### src/rtl/pid_core_mux4.sv
// Four-channel time-multiplexed PID controller sharing one multiplier.
// Define PID_DERIV_EN to build the derivative path (kd term, e_prev storage, MAC_D state).
module pid_core_mux4 #(
  parameter int unsigned DATA_WIDTH = 16,
  parameter int unsigned FRAC_BITS  = 8,
  parameter int unsigned OUT_MAX    = 1024,
  parameter int unsigned INTEG_MAX  = 65535
) (
  input  logic                    clk,
  input  logic                    rstn,
  input  logic                    start,
  input  logic [4*DATA_WIDTH-1:0] sp_i,
  input  logic [4*DATA_WIDTH-1:0] fb_i,
  input  logic [DATA_WIDTH-1:0]   kp,
  input  logic [DATA_WIDTH-1:0]   ki,
  input  logic [DATA_WIDTH-1:0]   kd,
  input  logic [3:0]              stop,
  output logic                    busy,
  output logic                    u_valid_o,
  output logic [2:0]              u_chn_o,
  output logic [DATA_WIDTH-1:0]   u_data_o
);

  localparam int unsigned DW = DATA_WIDTH;
  localparam int unsigned IW = 24;
  localparam int unsigned MW = IW + DW + 1;
  localparam int unsigned AW = 44;

  localparam logic [2:0] StIdle  = 3'd0;
  localparam logic [2:0] StErr   = 3'd1;
  localparam logic [2:0] StInteg = 3'd2;
  localparam logic [2:0] StMacP  = 3'd3;
  localparam logic [2:0] StMacI  = 3'd4;
`ifdef PID_DERIV_EN
  localparam logic [2:0] StMacD  = 3'd5;
`endif
  localparam logic [2:0] StOut   = 3'd6;

  localparam logic signed [IW:0]   IntegMax = (IW+1)'(INTEG_MAX);
  localparam logic signed [IW:0]   IntegMin = -IntegMax;
  localparam logic signed [AW-1:0] OutMax   = AW'(OUT_MAX);
  localparam logic signed [AW-1:0] OutMin   = -OutMax;

  logic [2:0]             state_q, state_d;
  logic [1:0]             chn_q;
  logic signed [DW-1:0]   sp_q [4];
  logic signed [DW-1:0]   fb_q [4];
  logic [DW-1:0]          kp_q, ki_q;
  logic [3:0]             stop_q;
  logic signed [DW-1:0]   e_q;
  logic signed [IW-1:0]   integ_q [4];
  logic signed [AW-1:0]   acc_q;
  logic                   u_valid_q;
  logic [2:0]             u_chn_q;
  logic [DW-1:0]          u_data_q;

`ifdef PID_DERIV_EN
  logic [DW-1:0]          kd_q;
  logic signed [DW-1:0]   e_prev_q [4];
  logic signed [DW:0]     d_q;
`else
  logic                   unused_kd;
  assign unused_kd = ^kd;
`endif

  // Error with 17-bit headroom, saturated back to 16 bits.
  logic signed [DW:0]   diff;
  logic signed [DW-1:0] e_sat;
  always_comb begin
    diff = {sp_q[chn_q][DW-1], sp_q[chn_q]} - {fb_q[chn_q][DW-1], fb_q[chn_q]};
    if (diff[DW] != diff[DW-1]) begin
      e_sat = diff[DW] ? {1'b1, {(DW-1){1'b0}}} : {1'b0, {(DW-1){1'b1}}};
    end else begin
      e_sat = diff[DW-1:0];
    end
  end

  logic signed [IW:0]   integ_sum;
  logic signed [IW-1:0] integ_next;
  always_comb begin
    integ_sum = {integ_q[chn_q][IW-1], integ_q[chn_q]} + {{(IW+1-DW){e_q[DW-1]}}, e_q};
    if (integ_sum > IntegMax) begin
      integ_next = IntegMax[IW-1:0];
    end else if (integ_sum < IntegMin) begin
      integ_next = IntegMin[IW-1:0];
    end else begin
      integ_next = integ_sum[IW-1:0];
    end
  end

  // Shared multiplier: signed operand times zero-extended gain.
  logic signed [IW-1:0] mul_a;
  logic [DW-1:0]        mul_b;
  logic signed [MW-1:0] prod;
  always_comb begin
    mul_a = '0;
    mul_b = '0;
    case (state_q)
      StMacP: begin
        mul_a = {{(IW-DW){e_q[DW-1]}}, e_q};
        mul_b = kp_q;
      end
      StMacI: begin
        mul_a = integ_q[chn_q];
        mul_b = ki_q;
      end
`ifdef PID_DERIV_EN
      StMacD: begin
        mul_a = {{(IW-DW-1){d_q[DW]}}, d_q};
        mul_b = kd_q;
      end
`endif
      default: ;
    endcase
  end
  assign prod = MW'(mul_a) * $signed({{(MW-DW){1'b0}}, mul_b});

  logic signed [AW-1:0] acc_shr, u_sat;
  always_comb begin
    acc_shr = acc_q >>> FRAC_BITS;
    if (acc_shr > OutMax) begin
      u_sat = OutMax;
    end else if (acc_shr < OutMin) begin
      u_sat = OutMin;
    end else begin
      u_sat = acc_shr;
    end
  end

  always_comb begin
    state_d = state_q;
    case (state_q)
      StIdle:  if (start) state_d = StErr;
      StErr:   state_d = StInteg;
      StInteg: state_d = StMacP;
      StMacP:  state_d = StMacI;
`ifdef PID_DERIV_EN
      StMacI:  state_d = StMacD;
      StMacD:  state_d = StOut;
`else
      StMacI:  state_d = StOut;
`endif
      StOut:   state_d = (chn_q == 2'd3) ? StIdle : StErr;
      default: state_d = StIdle;
    endcase
  end

  always_ff @(posedge clk or negedge rstn) begin
    if (!rstn) begin
      state_q   <= StIdle;
      chn_q     <= '0;
      kp_q      <= '0;
      ki_q      <= '0;
      stop_q    <= '0;
      e_q       <= '0;
      acc_q     <= '0;
      u_valid_q <= 1'b0;
      u_chn_q   <= '0;
      u_data_q  <= '0;
      for (int i = 0; i < 4; i++) begin
        sp_q[i]    <= '0;
        fb_q[i]    <= '0;
        integ_q[i] <= '0;
      end
`ifdef PID_DERIV_EN
      kd_q <= '0;
      d_q  <= '0;
      for (int i = 0; i < 4; i++) e_prev_q[i] <= '0;
`endif
    end else begin
      state_q   <= state_d;
      u_valid_q <= 1'b0;
      case (state_q)
        StIdle: if (start) begin
          chn_q  <= '0;
          kp_q   <= kp;
          ki_q   <= ki;
          stop_q <= stop;
          for (int i = 0; i < 4; i++) begin
            sp_q[i] <= sp_i[i*DW +: DW];
            fb_q[i] <= fb_i[i*DW +: DW];
          end
`ifdef PID_DERIV_EN
          kd_q <= kd;
`endif
        end
        StErr: begin
          e_q <= e_sat;
          if (stop_q[chn_q]) begin
            integ_q[chn_q] <= '0;
`ifdef PID_DERIV_EN
            e_prev_q[chn_q] <= '0;
`endif
          end
        end
        // A stopped channel keeps its state cleared for the whole frame.
        StInteg: if (!stop_q[chn_q]) begin
          integ_q[chn_q] <= integ_next;
`ifdef PID_DERIV_EN
          d_q             <= {e_q[DW-1], e_q} - {e_prev_q[chn_q][DW-1], e_prev_q[chn_q]};
          e_prev_q[chn_q] <= e_q;
`endif
        end
        StMacP: acc_q <= AW'(prod);
        StMacI: acc_q <= acc_q + AW'(prod);
`ifdef PID_DERIV_EN
        StMacD: acc_q <= acc_q + AW'(prod);
`endif
        StOut: begin
          u_valid_q <= 1'b1;
          u_chn_q   <= {1'b0, chn_q};
          u_data_q  <= stop_q[chn_q] ? '0 : u_sat[DW-1:0];
          chn_q     <= chn_q + 2'd1;
        end
        default: ;
      endcase
    end
  end

  // Stays high through the final output strobe.
  assign busy      = (state_q != StIdle) | u_valid_q;
  assign u_valid_o = u_valid_q;
  assign u_chn_o   = u_chn_q;
  assign u_data_o  = u_data_q;

endmodule

### config.mk
export PLATFORM = sky130hd
export DESIGN_NAME = pid_core_mux4
export DESIGN_NICKNAME = d
export VERILOG_FILES = /design/src/rtl/pid_core_mux4.sv
export SDC_FILE = /design/constraint.sdc
export NUM_CORES = 2
export LEC_CHECK = 0
export CORE_UTILIZATION = 35
export CTS_CLUSTER_DIAMETER = 30
export CTS_CLUSTER_SIZE = 30
export DETAILED_ROUTE_END_ITERATION = 8
export GPL_TIMING_DRIVEN = 0
export SYNTH_ARGS = -nofsm -noshare
export SYNTH_HDL_FRONTEND = slang
export SYNTH_SLANG_ARGS = --single-unit
### constraint.sdc
create_clock -name clk -period 13.7 [get_ports clk]
set_input_delay 2.74 -clock clk [delete_from_list [all_inputs] [get_ports clk]]
set_output_delay 2.74 -clock clk [all_outputs]
set_load 0.005 [all_outputs]
== After elaboration in Yosys (flattened, before gate mapping) ==
Index checks and enable logic that the tools add are counted.
Operators by class
  order comparisons: 7
  bitwise operators: 4
  multiply operators: 1
  reductions and logical operators: 9
  $add $sub $neg: 4
  muxes and demuxes: 33
  eq/ne operators: 10
Operators by type and width (count)
  96-bit 2-to-1 mux: 2
  96-bit one-hot mux with 2 select lines: 1
  16-bit 2-to-1 mux: 9
  24-bit 2-to-1 mux: 5
  96-bit AND: 1
  96-bit bitwise mux: 1
  96-bit inverter: 1
  44-bit one-hot mux with 2 select lines: 1
  16-bit binary-select mux with 2-bit select: 2
  24-bit binary-select mux with 2-bit select: 1
  24-bit demux with 2-bit select: 1
  24-bit one-hot mux with 2 select lines: 1
  44-bit by 41-bit adder with 44-bit output: 1
  24-bit by 17-bit multiplier with 41-bit output: 1
  36-bit by 12-bit greater-than comparator with 1-bit output (second input constant): 1
  36-bit by 11-bit less-than comparator with 1-bit output (second input constant): 1
  16-bit one-hot mux with 2 select lines: 1
  24-bit by 16-bit adder with 25-bit output: 1
  25-bit by 17-bit greater-than comparator with 1-bit output (second input constant): 1
  25-bit by 17-bit less-than comparator with 1-bit output (second input constant): 1
  3-bit one-hot mux with 6 select lines: 1
  16-bit by 16-bit subtractor with 17-bit output: 1
  3-bit by 2-bit == test with 1-bit output (second input constant): 2
  3-bit == test (second input constant): 2
  21 further kinds: 28
Word-level totals
  output and inout bits: 21
  flip-flop bits (word level): 344
  word-level logic and storage cells: 90
  input port bits: 183

== Longest topological paths before layout ==
  word-level depth: 11
  gate-level depth with buffers: 42
  gate-level depth less buffers: 38

== Worst setup path after synthesis ==
Ideal clock, no wire load.
  path kind: reg2reg
  start: register chn_q[0]
  end: register acc_q[42]
  path slack: 4.282 ns
  library setup time: 0.131 ns
  data required time: 13.569 ns
  path buffers: 3
  stages on the path, launching flop included: 34
  arrival time: 9.286 ns
  clock period less this slack: 9.418 ns
  cell sequence: dfrtp_1 -> clkbuf_1 -> clkbuf_1 -> buf_1 -> mux4_2 -> a22oi_1 -> nor2_1 -> fa_1 -> inv_1 -> fa_1 -> fa_1 -> inv_1 -> fa_1 -> fa_1 -> inv_1 -> fa_1 -> inv_1 -> ha_1 -> a21o_1 -> a21o_1 -> a211o_1 -> a31oi_1 -> or3b_1 -> a41o_1 -> a21oi_1 -> xnor2_1 -> ha_1 -> a21o_1 -> a21o_1 -> a221o_1 -> a21oi_1 -> a211o_1 -> o221ai_1 -> or3_1
On the way
  word-level cells in the longest chain between the ends: 8
Ends and longest elaborated chain
  start: declaration: RTL line 45  | logic [1:0] chn_q;
  start signal: assignment: RTL line 213  | chn_q <= chn_q + 2'd1;
  2-bit inverter with 3-bit output (not written as such) *: RTL line 104  | mul_a = integ_q[chn_q];
  24-bit binary-select mux with 2-bit select *: RTL line 104
  24-bit 2-to-1 mux (not written as such) * (2 in series): RTL line 104
  24-bit one-hot mux with 2 select lines *: RTL line 98  | case (state_q)
  24-bit by 17-bit multiplier with 41-bit output *: RTL line 116  | assign prod = MW'(mul_a) * $signed({{(MW-DW){1'b0}}, mul_b});
  44-bit by 41-bit adder with 44-bit output: RTL line 205  | StMacI: acc_q <= acc_q + AW'(prod);
  44-bit one-hot mux with 2 select lines *: RTL line 173  | case (state_q)
  end signal: assignment: RTL line 204  | StMacP: acc_q <= AW'(prod);
  end signal: assignment: RTL line 205
  end: declaration: RTL line 52  | logic signed [AW-1:0] acc_q;
Every way passes the cells marked *; elsewhere a longest branch is shown, timed or not. The select of a mux whose other input is x is not followed.
A chain may end at the register's enable or synchronous reset.

== Final worst setup path ==
  start: register state_q[1]
  end: register acc_q[42]
On the way
  word-level cells in the longest chain between the ends: 5
  elaborated cells on any way between the ends: 8
  those cells by class: 1 x add/sub; 1 x mul; 2 x eq/ne; 3 x mux; 1 x reduce/logical
Ends and longest elaborated chain
  start: declaration: RTL line 44  | logic [2:0] state_q, state_d;
  start signal: assignment: RTL line 150  | state_q <= StIdle;
  start signal: assignment: RTL line 171  | state_q <= state_d;
  3-bit == test / 3-bit by 2-bit == test with 1-bit output (equally long branches): RTL line 98, 173
  24-bit one-hot mux with 2 select lines / 16-bit one-hot mux with 2 select lines (equally long branches): RTL line 98
  24-bit by 17-bit multiplier with 41-bit output: RTL line 116
  44-bit by 41-bit adder with 44-bit output: RTL line 205
  44-bit one-hot mux with 2 select lines: RTL line 173
Several ways; a longest one is shown, not always the timed one.

==> results.tsv <==
stage	metric	value	unit
final_layout	drive_gt1_share	10.9	%
floorplan	die_area	97100	µm²
global_route	grt_pass1_wl	164000	µm
detailed_routing	totalWireLength	105000	µm
floorplan	num_io_pins	204	
status	violations	max-slew violations	
setup_path	path_delay_family	compound AO/OA/AOI/OAI gates	
logic_synthesis	synth_top_cell_area_share	25.7	%
detailed_routing	vias_per_cell	5.29	
setup_path	r2r-start	state_q[1]	
logic_synthesis	syn_avg_cell_area	9.73	µm²
setup_path	worst_path_largest_cell_delay	0.70	ns
logic_synthesis	syn_nets	4206	
timing	rsz0062_at_grt	no	
detailed_routing	drtAntennaViolNets	0	
global_route	grt_use_total	21.9	%
logic_synthesis	synth_edf_count	0	
timing	worst_pin_slew	1.51	ns
detailed_routing	drtIter0Drc	1969	
cts	path_clk_slew	0.05	ns
global_route	grt_max_degree	115	
setup_path	crit_slowest_cell	buf_1	
setup_path	critPathLaunchType	flop	
logic_synthesis	syn_area	33600	µm²
logic_synthesis	synth_area_leaders	dfrtp_1 (26%), fa_1 (23%), ha_1 (7.3%)	
status	status	finished, violations left	
floorplan	die_w	312	µm
final_layout	fillers	9280	
setup_path	crit_type	flop to flop	
cts	holdBufCountCts	0	
timing	finalHoldViolCount	0	
floorplan	row_count	113	
global_route	met2_usage	36.4	%
floorplan	initial_core_util	35.3	%
setup_path	cp.arrival	12.72	ns
place	port_buffers	186	
logic_synthesis	ys_warn_count	0	
timing	maxSlewHeadroom	-0.963	%
timing	fin_hold_ws	0.469	ns
place	hpwlAfterDp	84000	µm
logic_synthesis	yosys.cell_types.count	79	
timing	clock.fmax	81.7	MHz
cts	ctsRootBufferMaster	clkbuf_16	
cts	post_cts_buffers	0	
timing	setup_ws	1.46	ns
global_route	grt_pass1_vias	27979	
setup_path	crit_path_end_kind	flop	
power	ir_drop	0.195	mV
final_layout	multi_input_area	22400	µm²
final_layout	area_growth	19.3	%
global_route	top_usage_layer	met2	
cts	cts_tree	built	
power	powerDensity	251	nW/µm²
setup_path	worst_path_most_repeated_cell	fa_1	
place	pre_cts_slack	1.57	ns
detailed_routing	wl_per_cell	20.8	µm
worst_hold_path	hp-start	integ_q[43]	
cts	cts_max_level	3	
cts	ctsResizeCount	0	
cts	cts-buffers-inserted	78	
floorplan	design.core.area	95000	µm²
logic_synthesis	synth-async-reset-ratio	100	%
cts	insertion_delay	0.65	ns
place	gp_congestion	0.973	
cts	cts.path.max_buffers	3	
setup_path	worst-path-buf-inv	7	
detailed_routing	dr_total_vias	26686	
cts	clkSinkCount	344	
detailed_routing	drtPass1Iterations	8	
logic_synthesis	seq_area_frac_synth	25.7	%
logic_synthesis	synth_cells	3447	
timing	finalMaxSlewViolations	10	
timing	setup_violations	0	
detailed_routing	drc	0	
timing	finalClockSkew	0.0453	ns
timing	period_needed	12.24	ns
logic_synthesis	synth_largest_area_cell	dfrtp_1	
logic_synthesis	synth_seq_cells	344	
global_route	use_met1	28.3	%
worst_hold_path	min_path_type	flop to flop	
global_route	gr-usage-met3	4.14	%
final_layout	final_nets	4475	
power	p_leak	0.0186	µW
flow_run	drv_cap	0	
setup_path	cp-startpoint	state_q[1]	
floorplan	die_y	312	µm
logic_synthesis	yosys_most_used_dff	dfrtp_1	
setup_path	cp.required	14.18	ns
global_route	grt_remaining_overflow	0	
final_layout	regArea	8610	µm²
global_route	antenna_found_initial	0	
setup_path	path_max_fanout	10	
timing	fin_crit_sh	89.4	%
-- synth_stat cells (38+ instances only) --
master and count:
nor2_1 260, a21oi_1 159, mux2_2 168, nand2_1 414
clkbuf_1 122, a21o_1 80, ha_1 196, xnor2_1 64
o31ai_1 38, inv_1 507, o22ai_1 56, dfrtp_1 344
mux4_2 57, fa_1 380, o21ai_0 86
-- final timing paths --
check	endpoint	slack (ns)	cells past startpoint
worst max register to register	acc_q[42]	1.46	37
worst max-delay path	acc_q[42]	1.46	37
worst min-delay path	integ_q[43]	0.47	1
worst min register to register	integ_q[43]	0.47	1
max in group asynchronous	integ_q[67]	10.28	3
min in group asynchronous	acc_q[9]	2.06	1
-- metrics by stage --
stage	total power, µW	util (%)	setup TNS, ns	cells	area [µm²]
after global placement	7800	38.9	-2060.75	4898	37000
final	10000	42.1	0	5045	40000
after CTS	10000	42.1	0	5044	40000
after floorplan	6090	-	0	3447	33600
after global routing	10800	42.1	0	5044	40000
after detailed placement	7880	39.0	0	4901	37100
-- registers in the layout, indices dropped and copies added, names as in the netlist --
| register | cells |
|---|---|
| acc_q | 44 |
| chn_q | 2 |
| e_q | 16 |
| fb_q | 64 |
| integ_q | 96 |
| ki_q | 16 |
| kp_q | 16 |
| sp_q | 64 |
| state_q | 3 |
| stop_q | 4 |
| u_chn_o | 2 |
| u_data_o | 16 |
| u_valid_o | 1 |
-- where the power goes --
part / internal, µW / switching (µW) / leakage (µW)
combinational: 2420 / 3740 / 0.0129
clock: 1410 / 653 / 0.00142
sequential: 1490 / 337 / 0.00427
-- routing by layer --
metal / vias up / part of all wire [%]
met5: - / 0
met4: 0 / 3.7
met3: 210 / 6.5
met2: 869 / 48
met1: 13489 / 42
li1: 12118 / -
-- cell families after synthesis --
kind of cell / after synthesis / share of synthesized area [%]
and+or+nand+nor: 870 / 11.2
buffers and inverters: 667 / 7.69
AOI/OAI and AO/OA: 649 / 13.0
adders and majority gates: 586 / 30.3
DFF: 344 / 25.7
muxes: 232 / 9.67
xor gates and xnor gates: 98 / 2.56
other: 1 / 0.0112
-- area by class of cell --
cell class | count | share of cell area [%]
multi-input cells | 2436 | 55.9
inverters | 508 | 4.76
plain buffers | 159 | 1.68
flip-flops and latches | 344 | 21.5
repair buffers | 189 | 4.87
well taps | 1265 | 3.95
diodes | 1 | 0.00625
clock buffers | 95 | 5.31
clock inverters | 48 | 2.03
-- cell usage in the layout, fill, tap and decap left out, drive strengths merged, types with 37 or more instances in the layout --
master,count
o22ai,56
dfrtp,344
xnor2,64
a21oi,161
ha,196
inv,510
o31ai,38
nand2,414
fa,380
mux4,57
nor2,260
clkbuf,217
clkdlybuf4s50,185
mux2,168
a22o,37
buf,41
o21ai,90
a21o,80
-- worst register-to-register path, delay by kind of cell, from the launching register on --
family          cells  cell delay [ns]
compound gates     14             3.16
xor+xnor            1             0.23
fa+ha+maj           8             3.12
buf+inv             7             3.10
flops               1             0.33
simple gates        7             2.16
Power figures use the tool's default switching activity.
